$ cat src/rtl/vertex_accum_buffer.sv
// Per-lane (vertex id, partial sum) circular FIFOs between the vertex units and the
// output-SRAM arbiter, with optional same-id accumulation into the tail entry.
module vertex_accum_buffer #(
  parameter int NUM_LANES    = 4,
  parameter int DEPTH        = 8,
  parameter int DATA_W       = 16,
  parameter int VID_W        = 8,
  parameter int DRAIN_THRESH = 6
) (
  input  logic                        clk,
  input  logic                        reset,
  input  logic [NUM_LANES-1:0]        in_valid,
  input  logic [NUM_LANES*VID_W-1:0]  in_vid,
  input  logic [NUM_LANES*DATA_W-1:0] in_data,
  output logic [NUM_LANES-1:0]        in_ready,
  input  logic                        accum_en,
  input  logic                        flush,
  output logic [NUM_LANES-1:0]        req,
  output logic [NUM_LANES*VID_W-1:0]  req_vid,
  output logic [NUM_LANES*DATA_W-1:0] req_data,
  input  logic [NUM_LANES-1:0]        req_grant,
  output logic [NUM_LANES-1:0]        sat_flag,
  output logic                        busy,
  output logic                        empty
);
  localparam int PTR_W = (DEPTH > 1) ? $clog2(DEPTH) : 1;
  localparam int CNT_W = $clog2(DEPTH + 1);
  localparam logic [DATA_W-1:0] SAT_MAX = {1'b0, {(DATA_W-1){1'b1}}};
  localparam logic [DATA_W-1:0] SAT_MIN = {1'b1, {(DATA_W-1){1'b0}}};

  typedef enum logic {FILL, DRAIN} state_t;

  logic [NUM_LANES-1:0] lane_nonempty;
  logic [NUM_LANES-1:0] lane_draining;
  logic [NUM_LANES-1:0] lane_flush_pend;

  for (genvar l = 0; l < NUM_LANES; l++) begin : g_lane
    logic [VID_W-1:0]  vid_mem  [DEPTH];
    logic [DATA_W-1:0] data_mem [DEPTH];
    logic [PTR_W-1:0]  wr_ptr, rd_ptr, tail_ptr, wr_ptr_inc, rd_ptr_inc;
    logic [CNT_W-1:0]  count, count_nxt;
    state_t            state, state_nxt;
    logic              flush_pend, sat_q;
    logic [VID_W-1:0]  lane_vid;
    logic [DATA_W-1:0] lane_data;
    logic              ready, accept, pop, merge, push, lane_req, ovf;
    logic [DATA_W:0]   sum;
    logic [DATA_W-1:0] merged;

    assign lane_vid  = in_vid[l*VID_W +: VID_W];
    assign lane_data = in_data[l*DATA_W +: DATA_W];

    assign tail_ptr   = (wr_ptr == '0) ? PTR_W'(DEPTH - 1) : wr_ptr - 1'b1;
    assign wr_ptr_inc = (wr_ptr == PTR_W'(DEPTH - 1)) ? '0 : wr_ptr + 1'b1;
    assign rd_ptr_inc = (rd_ptr == PTR_W'(DEPTH - 1)) ? '0 : rd_ptr + 1'b1;

    assign ready  = (count < CNT_W'(DEPTH)) & ~flush_pend;
    assign accept = in_valid[l] & ready;
    assign pop    = lane_req & req_grant[l];
    // A lone entry leaving this cycle cannot absorb the input; it becomes a new entry.
    assign merge  = accept & accum_en & (count != '0) & (vid_mem[tail_ptr] == lane_vid)
                    & ~((count == CNT_W'(1)) & pop);
    assign push   = accept & ~merge;

    assign sum    = {data_mem[tail_ptr][DATA_W-1], data_mem[tail_ptr]}
                    + {lane_data[DATA_W-1], lane_data};
    assign ovf    = sum[DATA_W] ^ sum[DATA_W-1];
    assign merged = ovf ? (sum[DATA_W] ? SAT_MIN : SAT_MAX) : sum[DATA_W-1:0];

    always_comb begin
      count_nxt = count;
      case ({push, pop})
        2'b10:   count_nxt = count + 1'b1;
        2'b01:   count_nxt = count - 1'b1;
        default: count_nxt = count;
      endcase
    end

    always_ff @(posedge clk or negedge reset) begin
      if (!reset) begin
        for (int unsigned i = 0; i < DEPTH; i++) begin
          vid_mem[i]  <= '0;
          data_mem[i] <= '0;
        end
      end else if (push) begin
        vid_mem[wr_ptr]  <= lane_vid;
        data_mem[wr_ptr] <= lane_data;
      end else if (merge) begin
        data_mem[tail_ptr] <= merged;
      end
    end

    always_ff @(posedge clk or negedge reset) begin
      if (!reset) begin
        wr_ptr     <= '0;
        rd_ptr     <= '0;
        count      <= '0;
        flush_pend <= 1'b0;
        sat_q      <= 1'b0;
      end else begin
        if (push) wr_ptr <= wr_ptr_inc;
        if (pop)  rd_ptr <= rd_ptr_inc;
        count <= count_nxt;
        if (merge && ovf) sat_q <= 1'b1;
        if (flush && !flush_pend)
          flush_pend <= 1'b1;
        else if (state == DRAIN && count == '0)
          flush_pend <= 1'b0;
      end
    end

    always_ff @(posedge clk or negedge reset) begin
      if (!reset) state <= FILL;
      else        state <= state_nxt;
    end

    always_comb begin
      state_nxt = state;
      case (state)
        FILL:    if (count_nxt >= CNT_W'(DRAIN_THRESH) || flush_pend) state_nxt = DRAIN;
        DRAIN:   if (count == '0 && !flush_pend) state_nxt = FILL;
        default: state_nxt = FILL;
      endcase
    end

    always_comb begin
      lane_req = 1'b0;
      if (state == DRAIN) lane_req = (count != '0);
    end

    assign in_ready[l]                   = ready;
    assign req[l]                        = lane_req;
    assign req_vid[l*VID_W +: VID_W]     = vid_mem[rd_ptr];
    assign req_data[l*DATA_W +: DATA_W]  = data_mem[rd_ptr];
    assign sat_flag[l]                   = sat_q;
    assign lane_nonempty[l]              = (count != '0);
    assign lane_draining[l]              = (state == DRAIN);
    assign lane_flush_pend[l]            = flush_pend;
  end

  assign busy  = |(lane_nonempty | lane_draining);
  assign empty = ~|lane_nonempty & ~|lane_flush_pend;

endmodule
$ cat config.mk
export PLATFORM = sky130hd
export DESIGN_NAME = vertex_accum_buffer
export DESIGN_NICKNAME = d
export VERILOG_FILES = /design/src/rtl/vertex_accum_buffer.sv
export SDC_FILE = /design/constraint.sdc
export NUM_CORES = 2
export LEC_CHECK = 0
export ABC_CLOCK_PERIOD_IN_PS = 9700
export CAP_MARGIN = 20
export CORE_ASPECT_RATIO = 1.25
export CORE_MARGIN = 2
export CORE_UTILIZATION = 60
export DETAILED_ROUTE_END_ITERATION = 7
export PLACE_DENSITY = 0.79
export SYNTH_ARGS = -nofsm -noshare
export SYNTH_HDL_FRONTEND = slang
export SYNTH_SLANG_ARGS = --single-unit
$ cat constraint.sdc
create_clock -name clk -period 9.7 [get_ports clk]
set_input_delay 1.94 -clock clk [delete_from_list [all_inputs] [get_ports clk]]
set_output_delay 1.94 -clock clk [all_outputs]
set_load 0.02 [all_outputs]
==> summary.txt <==
Die Height: 327 um
Die W: 263 um
Vias/cell: 7.44
# port buffers: 217
Crit Path Max Fanout: 31
actual slew at the worst max-slew pin: 1.27 ns
clk_lat worst skew: 0.68 ns
first-pass GRT wire length: 251000 um
Resize count post-CTS: 0
# H-tree levels: 3
Worst EP arrival: 8.28 ns
max incr delay on CP: 0.99 ns
maximum clock insertion buffer count: 3
Routability Congestion: 0.999
min Tclk post-route: 7.71 ns
Total GRT Usage: 0.373
DR WL/cell: 28.3 um
Initial DRC Count: 5887
met1 usage: 0.483
clock sink count: 820
Fmax achieved: 130 MHz
Main synth FF type: dfrtp_1
DP Wirelength: 99100 um
Core ar.: 82800 um^2
asr flop ratio synth: 1.00
vias in the first global route: 42700
die area: 86100 um^2
grt peak-use layer: met2
cts hold-fix bufs: 0
Mean Syn Cell Area: 10.9 um^2
cts bufs inserted: 87
number of distinct library cells after synthesis: 103
Routed Wire Length: 162000 um
Final Max Slew Viols: 0
crit path cell chain: inv_1, ha_1, nor2b_1, nand3_1, o221ai_1, a21oi_1, ha_1, o21a_1, o31a_1, o21ai_0, o311ai_0, a211oi_1, nor2_1, buf_4, o21ai_1, or3_1, a31oi_1
IO Count: 218
Worst Path Buf+Inv: 2
most used cell, CP: ha_1
fin cells: 5725
syn_nets: 4830
area of the multi-input gates: 27600 um^2
Initial Util: 0.606
clock tree root buffer cell: clkbuf_16
synthesized cell area: 50200 um^2
top cell type's share of synthesized area: 0.409
slowest stage cell, crit path: dfrtp_1
share of cells above drive strength 1: 0.207
Post-Syn Instances: 4607
TritonCTS clock tree: done
setup TNS: 0 ns
CP Capture Type: flip-flop
Seq cells post-synth: 820
Slew HR: 0.153
Ys Warns: 0
status: completed
GR Layer Usage met3: 0.0855
fin crit share: 0.795
DRC Markers: 0
post-route ant nets: 0
Final Setup Violations: 0
area leader, netlist: dfrtp_1
skew final: 0.0358 ns
via count: 42600
grt ovf: 0
worst endpoint required time: 10.27 ns
largest net degree at the start of global routing: 158
met2 GRT Util: 0.584
RSZ-0062 raised after global routing: no
Reg clk slew, reported paths: 0.07 ns
dpl cells: 5559
CP Class: flip-flop to flip-flop
WHS: 0.506 ns
initial antenna violation count: 7
top cells by area, synth: dfrtp_1 (41%), mux4_2 (12%), mux2_2 (8.3%), a22oi_1 (5.4%), o21ai_0 (4.3%)
maximum capacitance violations: 0
Cell Rows: 118
Hold Crit Class: flip-flop to flip-flop
nets@finish: 4795
critical path's top delay family: compound AO/OA/AOI/OAI gates
TritonRoute pass-1 iters: 8
Hold Fails Final Rpt: 0
register cell area after layout: 20500 um^2
# Post-CTS Setup Buffers: 0
# fillers: 6141
final core occ: 0.673
crit start category: flip-flop
register area share after synthesis: 0.409
area grow syn2layout: 11.0%
number of synthesized flops with an enable pin: 0
## state kept, by name, indices dropped and copies added, names as in the netlist
| name | count |
|---|---|
| g_lane.count | 16 |
| g_lane.data_mem | 512 |
| g_lane.flush_pend | 4 |
| g_lane.rd_ptr | 12 |
| g_lane.sat_q | 4 |
| g_lane.state | 4 |
| g_lane.vid_mem | 256 |
| g_lane.wr_ptr | 12 |
## cell usage in the layout (no fill, tap or decap), types with 49 or more instances in the layout
cell / Yosys / final
nand2_1: 259 / 259
mux2i_1: 50 / 49
buf_4: 28 / 99
mux2_2: 370 / 370
mux4_2: 258 / 258
clkdlybuf4s50_1: 0 / 216
a21oi_1: 97 / 96
a221o_1: 90 / 90
o22ai_1: 90 / 90
o21ai_0: 428 / 428
dfrtp_1: 820 / 812
a22oi_1: 359 / 359
nor2_1: 200 / 196
inv_1: 80 / 80
ha_1: 111 / 108
clkbuf_16: 0 / 88
nor3_1: 110 / 109
## worst paths after layout
| kind | startpoint | end | slack (ns) | cells past startpoint |
|---|---|---|---|---|
| min in group asynchronous | reset | g_lane[3].data_mem[49]$_DFFE_PN0P_ | 1.34 | 1 |
| max in group asynchronous | reset | g_lane[1].data_mem[25]$_DFFE_PN0P_ | 6.27 | 3 |
| min | g_lane[0].vid_mem[29]$_DFFE_PN0P_ | g_lane[0].vid_mem[29]$_DFFE_PN0P_ | 0.51 | 1 |
| max | g_lane[3].wr_ptr[0]$_DFFE_PN0N_ | g_lane[3].data_mem[45]$_DFFE_PN0P_ | 1.99 | 17 |
| max reg2reg | g_lane[3].wr_ptr[0]$_DFFE_PN0N_ | g_lane[3].data_mem[45]$_DFFE_PN0P_ | 1.99 | 17 |
| min reg2reg | g_lane[0].vid_mem[29]$_DFFE_PN0P_ | g_lane[0].vid_mem[29]$_DFFE_PN0P_ | 0.51 | 1 |
## layout make-up
class | instances | share of cell area
Sequential cell | 820 | 0.368
Inverter | 84 | 0.00565
Multi-Input combinational cell | 3256 | 0.495
Antenna cell | 4 | 0.000179
Clock inverter | 31 | 0.00630
Clock buffer | 127 | 0.0448
Timing Repair Buffer | 323 | 0.0553
Tap cell | 1080 | 0.0242
## kinds of logic after synthesis
group	synth area share
AOI/OAI and AO/OA	0.197
xor gates and xnor gates	0.0133
adders and majority gates	0.0318
buffers and inverters	0.0453
DFF	0.409
muxes	0.213
and+or+nand+nor	0.0906
## cell usage after synthesis (13+ instances only)
cell type and instances:
a21oi_1 97, buf_2 81, nand3_1 30, nor2_1 200
nor3b_1 15, o2bb2ai_1 16, mux2i_1 50, ha_1 111
a22oi_1 359, or2_2 16, a211oi_1 27, buf_4 28
o22ai_1 90, nor2b_1 36, nand2_1 259, maj3_1 13
dfrtp_1 820, o211ai_1 19, nor3_1 110, o22a_1 33
nor4_1 14, nand2b_1 40, and3_1 16, inv_1 80
and2_1 36, a221o_1 90, or3_1 39, mux4_2 258
o21ai_1 39, o221ai_1 39, mux2_1 20, clkbuf_2 29
nand4_1 28, a21o_1 25, mux2_2 370, a31oi_1 44
o21ai_0 428, clkbuf_1 244, xnor2_1 40, buf_1 60
xor2_1 36
## per-stage QoR
stage	instance area, um^2	setup slack [ns]
detailed placement	52800	2.31
finish	55800	1.99
CTS	55700	2.27
global placement	52800	2.52
floorplan	50200	3.07
global route	55800	1.64
## layer usage
metal,vias to the layer above,share of wire,wire (um)
li1,17700,-,-
met1,21000,0.36,57900
met2,3121,0.46,74500
met3,801,0.12,19600
met4,6,0.060,9790
met5,-,0.00023,38
Power is not shown: default switching activity piles up to over one toggle a cycle in this logic, so the estimate is an artifact.
